[config.mk]
export PLATFORM = sky130hd
export DESIGN_NAME = wb_port_arbiter
export DESIGN_NICKNAME = d
export VERILOG_FILES = /design/src/rtl/wb_port_arbiter.sv
export SDC_FILE = /design/constraint.sdc
export NUM_CORES = 1
export LEC_CHECK = 0
export ABC_AREA = 1
export CORE_ASPECT_RATIO = 1.75
export CORE_MARGIN = 4
export CORE_UTILIZATION = 45
export DETAILED_ROUTE_END_ITERATION = 10
export PLACE_DENSITY = 0.81
export SYNTH_ARGS = -nofsm -noshare
export SYNTH_HDL_FRONTEND = slang
export SYNTH_SLANG_ARGS = --single-unit
[constraint.sdc]
create_clock -name clk_i -period 2.55 [get_ports clk_i]
set_input_delay 0.51 -clock clk_i [delete_from_list [all_inputs] [get_ports clk_i]]
set_output_delay 0.51 -clock clk_i [all_outputs]
set_load 0.02 [all_outputs]
[src/rtl/wb_port_arbiter.sv]
// Regfile write-port arbiter: pipeline writeback (port A) always wins, long-latency
// results (port B) queue in a 2-entry FIFO and drain on idle cycles, with a busy scoreboard.
module wb_port_arbiter #(
  parameter int DW           = 32,
  parameter int STARVE_LIMIT = 8
) (
  input  logic          clk_i,
  input  logic          rst_i,
  input  logic          a_we_i,
  input  logic [4:0]    a_waddr_i,
  input  logic [DW-1:0] a_wdata_i,
  input  logic          b_valid_i,
  output logic          b_ready_o,
  input  logic [4:0]    b_waddr_i,
  input  logic [DW-1:0] b_wdata_i,
  input  logic          iss_valid_i,
  input  logic [4:0]    iss_rd_i,
  input  logic [4:0]    rs1_i,
  input  logic [4:0]    rs2_i,
  input  logic [4:0]    rd_i,
  output logic          rs1_busy_o,
  output logic          rs2_busy_o,
  output logic          rd_busy_o,
  output logic          stall_o,
  output logic [1:0]    pend_cnt_o,
  output logic [4:0]    rf_waddr_o,
  output logic [DW-1:0] rf_wdata_o
);

  logic [4:0]    waddr_mem [2];
  logic [DW-1:0] wdata_mem [2];
  logic          rd_ptr_reg, wr_ptr_reg;
  logic [1:0]    count_reg;
  logic [31:0]   busy_reg, busy_next;
  logic [7:0]    starve_reg, starve_next;
  logic          stall_reg;

  logic          a_active, accept, drain;
  logic [4:0]    head_waddr;
  logic [DW-1:0] head_wdata;

  assign a_active   = a_we_i && (a_waddr_i != 5'd0);
  assign b_ready_o  = (count_reg != 2'd2);
  assign accept     = b_valid_i && b_ready_o;
  assign drain      = !a_active && (count_reg != 2'd0);
  assign head_waddr = waddr_mem[rd_ptr_reg];
  assign head_wdata = wdata_mem[rd_ptr_reg];

  always_comb begin
    rf_waddr_o = 5'd0;
    rf_wdata_o = '0;
    if (a_active) begin
      rf_waddr_o = a_waddr_i;
      rf_wdata_o = a_wdata_i;
    end else if (drain) begin
      rf_waddr_o = head_waddr;
      rf_wdata_o = head_wdata;
    end
  end

  // Storage carries no reset; occupancy alone decides what is live.
  always_ff @(posedge clk_i) begin
    if (accept) begin
      waddr_mem[wr_ptr_reg] <= b_waddr_i;
      wdata_mem[wr_ptr_reg] <= b_wdata_i;
    end
  end

  // Issue is applied after drain so a same-cycle set on the same register wins.
  always_comb begin
    busy_next = busy_reg;
    if (drain)
      busy_next[head_waddr] = 1'b0;
    if (iss_valid_i)
      busy_next[iss_rd_i] = 1'b1;
    busy_next[0] = 1'b0;
  end

  always_comb begin
    starve_next = starve_reg;
    if (drain || count_reg == 2'd0)
      starve_next = 8'd0;
    else if (starve_reg != 8'hFF)
      starve_next = starve_reg + 8'd1;
  end

  always_ff @(posedge clk_i or negedge rst_i) begin
    if (!rst_i) begin
      rd_ptr_reg <= 1'b0;
      wr_ptr_reg <= 1'b0;
      count_reg  <= 2'd0;
      busy_reg   <= '0;
      starve_reg <= 8'd0;
      stall_reg  <= 1'b0;
    end else begin
      if (accept) wr_ptr_reg <= ~wr_ptr_reg;
      if (drain)  rd_ptr_reg <= ~rd_ptr_reg;
      unique case ({accept, drain})
        2'b10:   count_reg <= count_reg + 2'd1;
        2'b01:   count_reg <= count_reg - 2'd1;
        default: count_reg <= count_reg;
      endcase
      busy_reg   <= busy_next;
      starve_reg <= starve_next;
      if (drain)
        stall_reg <= 1'b0;
      else if (starve_next == 8'(STARVE_LIMIT))
        stall_reg <= 1'b1;
    end
  end

  assign rs1_busy_o = busy_reg[rs1_i];
  assign rs2_busy_o = busy_reg[rs2_i];
  assign rd_busy_o  = busy_reg[rd_i];
  assign stall_o    = stall_reg;
  assign pend_cnt_o = count_reg;

endmodule

* Word level (Yosys, flattened, before mapping)
Memories as Yosys holds them, arrays and structs flattened. Cells that the tools add are included.
Word-level totals: register bits after elaboration 44, RAM bits 74, input port bits 99, output and inout bits 44, word-level logic and storage cells 63, memories 2
Cells by class: $add $sub $neg 3, $lt $le $gt $ge 7, equal/unequal tests 5, mux-type cells 23, bitwise gates (word level) 5, reductions and logical operators 12
Memories:
- wdata_mem | words 2, width 32, read ports 1, clocked after Yosys merged registers in 0, write ports 1, RTL line 31 | logic [DW-1:0] wdata_mem [2];
- waddr_mem | words 2, width 5, read ports 1, clocked after Yosys merged registers in 0, write ports 1, RTL line 30 | logic [4:0] waddr_mem [2];
Operator list (number):
- $mux W32 | 4
- $and A32 B32 Y32 | 1
- $not A32 Y32 | 1
- $or A32 B32 Y32 | 1
- $lt A5 B6 Y1 const B | 5
- $mux W8 | 2
- $bmux W1 S5 | 3
- $demux W1 S5 | 2
- $ge A5 B1 Y1 const B | 2
- $mux W5 | 2
- $mux W1 | 9
- $add A8 B1 Y8 const B | 1
- $eq A8 B4 Y1 const B | 1
- $ne A8 B8 Y1 const B | 1
- $reduce_bool A2 Y1 | 3
- $logic_and A1 B1 Y1 | 5
- $reduce_bool A5 Y1 | 1
- $pmux W2 S2 | 1
- $add A2 B1 Y2 const B | 1
- $eq A2 B1 Y1 const B | 1
- $eq A2 B2 Y1 const B | 1
- $logic_not A2 Y1 | 1
- $ne A2 B2 Y1 const B | 1
- $not A1 Y1 | 2
- other kinds (3) | 3

* Logic depth before layout (Yosys ltp)
An unclocked memory read counts as a cell.
depth in word-level cells 10, gate-level depth with buffers 11, gate-level depth less buffers 11

* Least setup slack after synthesis
OpenSTA, ideal clock, no wires.
kind register -> register, start point register count_reg[0] (netlist: pend_cnt_o[0]), end point memory waddr_mem[1][0] (enable), library setup time 433 ps, arrival 2499 ps, required time 2117 ps, path slack -382 ps, cell stages (with the launch flop) 5, path buffers 0, period minus slack after synthesis 2932 ps, cell sequence dfrtp_1 > inv_1 > nand2_1 > nand2_1 > nor2_1
Between the ends: longest elaborated chain between the ends 4
Ends and longest elaborated chain:
- from (decl) | RTL line 33 | logic [1:0] count_reg;
- from (signal assigned) | RTL line 99 | 2'b10: count_reg <= count_reg + 2'd1;
- from (signal assigned) | RTL line 100 | 2'b01: count_reg <= count_reg - 2'd1;
- from (signal assigned) | RTL line 101 | default: count_reg <= count_reg;
- $ne A2 B2 Y1 | RTL line 43 | assign b_ready_o = (count_reg != 2'd2);
- net b_ready_o | RTL line 13 | output logic b_ready_o,
- $logic_and A1 B1 Y1 | RTL line 44 | assign accept = b_valid_i && b_ready_o;
- $mux W1 | RTL line 63 | if (accept) begin
- $mux W1 (not written as such) | RTL line 64 | waddr_mem[wr_ptr_reg] <= b_waddr_i;
- to (decl) | RTL line 30
The timed path passes the listed nets, and every way through them passes these cells.

* Worst setup path after layout
start point input a_waddr_i[0], end point output rf_wdata_o[20]
Between the ends: longest elaborated chain between the ends 6
Ends and longest elaborated chain:
- from (decl) | RTL line 10 | input logic [4:0] a_waddr_i,
- $reduce_bool A5 Y1 (*) | RTL line 42 | assign a_active = a_we_i && (a_waddr_i != 5'd0);
- $logic_and A1 B1 Y1 (*) | RTL line 42
- $logic_not A1 Y1 | RTL line 45 | assign drain = !a_active && (count_reg != 2'd0);
- $logic_and A1 B1 Y1 | RTL line 45
- $mux W32 | RTL line 55 | end else if (drain) begin
- $mux W32 (*) | RTL line 52 | if (a_active) begin
- to (decl) | RTL line 27 | output logic [DW-1:0] rf_wdata_o
Every way passes the cells marked *; elsewhere a longest branch is shown, timed or not.

==> impl_metrics.json <==
{
  "numCtsBuffers": 17,
  "p_leak_nw": 3.687,
  "post_cts_buffers": 0,
  "cts_tree": "yes",
  "endpoint_kind": "primary output",
  "reg2reg_to": "pend_cnt_o[1]",
  "hold_violations": 0,
  "tightest_slew_ns": 0.4142,
  "die_area_sq_um": 15450,
  "dr_wl_met2_um": 10250,
  "dr.pass1.iters": 4,
  "finalPower_w": 0.008488,
  "place_inst": 1013,
  "cp.arrival_ns": 1.98,
  "syn_nets": 790,
  "crit_required_ns": 2.04,
  "layout-drive-gt1-share": 0.1804,
  "max_slew_margin": 0.7231,
  "crit_start": "a_waddr_i[0]",
  "first_global_vias": 5904,
  "cap_viol_max_count": 0,
  "yosysSeqAreaShare": 0.5488,
  "setup_violations": 0,
  "h-tree-depth": 4,
  "die_w_um": 95.69,
  "yosysTopAreaCell": "edfxtp_1",
  "r2r_setup_slack_ns": 0.61,
  "hold_path_class": "in2async",
  "r2r_cells": 9,
  "wl_um": 18000,
  "hold_buffers": 0,
  "synth.area.top_cells": "edfxtp_1 37%, dfrtp_1 18%, nand2_1 13%",
  "min_period_over_period": 0.9755,
  "yosysWarnings": 0,
  "wl_met1_um": 6094,
  "diodes": 0,
  "synthMostInstantiatedCell": "nand2_1",
  "max_freq_ghz": 0.4020,
  "path_class": "in2out",
  "root_buffer": "clkbuf_16",
  "io_pins": 143,
  "mappedNetlistArea_sq_um": 6056,
  "via_count": 5718,
  "core.rowCount": 55,
  "instances_no_fill": 1047,
  "rsz0062_at_grt": "yes",
  "track_usage": 0.2445,
  "fp.dieH_um": 161.5,
  "routedWlPerCell_um": 17.20,
  "grt_antenna_before_repair": 0,
  "grt_max_degree": 39,
  "fin_skew_ns": 0.007884,
  "cts.sinks": 118,
  "clk_pin_slew_ns": 0.06,
  "finalMaxSlewViolations": 0,
  "grt_overflow": 0,
  "worstPathMaxFanout": 17,
  "grt_pass1_wl_um": 28890,
  "initial_utilization": 0.4632,
  "synth_top_area_share": 0.3669,
  "fin_crit_ns": 2.488,
  "ys_async_sr_fraction": 0.3729,
  "synth-seq-cells": 118,
  "synth_cell_type_count": 35,
  "drt_first_iter_violations": 285,
  "final_antenna_net_count": 0,
  "largest_register_ff_count": 64,
  "clk_latency_ns": 0.41,
  "status": "finished, final reports clean",
  "port_buffers": 142,
  "area_growth_syn_to_layout_pct": 39.28,
  "worstSetupStartpointType": "input pin",
  "wl_met3_um": 1024,
  "viasPerCell": 5.461,
  "power.density_nw_per_um2": 1006,
  "ir_drop_mv": 0.9323,
  "core_area_sq_um": 13080,
  "synth_edf_count": 74,
  "drc": 0,
  "r2r_start": "pend_cnt_o[0]",
  "place_hpwl_um": 13160,
  "dr.max_layer_used": "met4",
  "clockBufferDepth": 2,
  "avgSynthCellArea_sq_um": 8.789,
  "endpoint": "rf_wdata_o[20]",
  "synthCells": 689,
  "synth_commonest_cells": "202 x nand2_1, 96 x nand3_1, 74 x edfxtp_1",
  "fin_util": 0.6451,
  "yosys_most_used_dff": "edfxtp_1",
  "fin_setup_tns_ns": 0,
  "routabilityCongestion": 0.9903,
  "nets": 964
}
worst min path at each step:
stage | startpoint | endpoint | slack [ns] | cells after the start
final | rst_i | starve_reg[6] | 0.01 | 1
after global routing | rst_i | starve_reg[6] | 0.03 | 1
after CTS | rst_i | starve_reg[6] | 0.007 | 1
after detailed placement | rst_i | starve_reg[6] | 0.45 | 1
after global placement | rst_i | starve_reg[6] | 0.45 | 1
after floorplan | rst_i | busy_reg[10] | 0.21 | 0
report_power, final:
group          internal, W  switching [W]
Combinational      0.00120        0.00197
Clock              0.00136       0.000911
Sequential         0.00265       0.000403
Total              0.00520        0.00328
kinds of logic (layout without fill, tap and decap cells):
family,Yosys count,in the layout,synth area share
buf+inv,70,257,0.04959
fa+ha+maj,2,2,0.004132
xor+xnor,4,4,0.005786
compound gates,158,158,0.1517
flops,118,118,0.5488
simple gates,337,337,0.2401
layer usage:
layer / vias to the layer above / global-route usage
met5: - / 0
met4: 0 / 0.1127
met3: 50 / 0.05266
met2: 247 / 0.4555
met1: 2700 / 0.2505
li1: 2721 / -
critical path, stage by stage:
cell,delay (ns)
clkdlybuf4s50_1,0.43
nor2_2,0.13
nand3_1,0.10
nand2_2,0.09
buf_6,0.12
clkinv_4,0.07
buf_16,0.16
a21o_1,0.20
buf_4,0.16
per-stage QoR:
stage / hold slack (ns) / worst slack, ns / area [sq um]
2_1_floorplan: 0.2144 / 0.2202 / 6061
3_3_place_gp: 0.4487 / -0.4416 / 7908
3_5_place_dp: 0.4489 / -0.4734 / 7908
4_1_cts: 0.006722 / -0.07709 / 8473
5_1_grt: 0.02628 / -0.004680 / 8434
6_report: 0.01427 / 0.06239 / 8434
cells in the final DEF, fill, tap and decap left out, types with 2 or more instances in the layout:
cell / count
nor2_1: 19
nor2_2: 3
clkdlybuf4s50_1: 96
inv_1: 34
o21ai_4: 2
dlygate4sd2_1: 4
a21oi_1: 31
nand3b_1: 2
clkinv_4: 4
o211ai_1: 6
nor2_4: 4
nand3_1: 94
buf_6: 5
a21oi_2: 14
nand2_2: 7
xnor2_1: 2
o21ai_1: 22
xor2_1: 2
inv_6: 5
nand3_2: 5
dfrtp_1: 44
clkbuf_16: 17
nand2_1: 199
buf_2: 37
o21ai_2: 2
edfxtp_1: 74
ha_1: 2
inv_2: 2
clkinv_1: 3
clkinvlp_4: 4
o21ai_0: 46
a21o_1: 32
inv_4: 5
buf_12: 5
buf_4: 30
cell type report:
class                           count  area, sq um
Clock buffer                       17        425.4
Sequential cell                   118         3323
Tap cell                          171        214.0
Multi-Input combinational cell    501         2531
Timing Repair Buffer              180         1608
Fill cell                        1082         4641
Inverter                           45        187.7
Clock inverter                     15        145.1
timing repair:
item / CTS / global route
endpoints found under the setup margin: 40 / 35
pin swaps: 1 / 3
gates cloned: 2 / 0
hold endpoints to repair: 0 / 0
resized for setup: 163 / 43
Power figures use the tool's default switching activity.
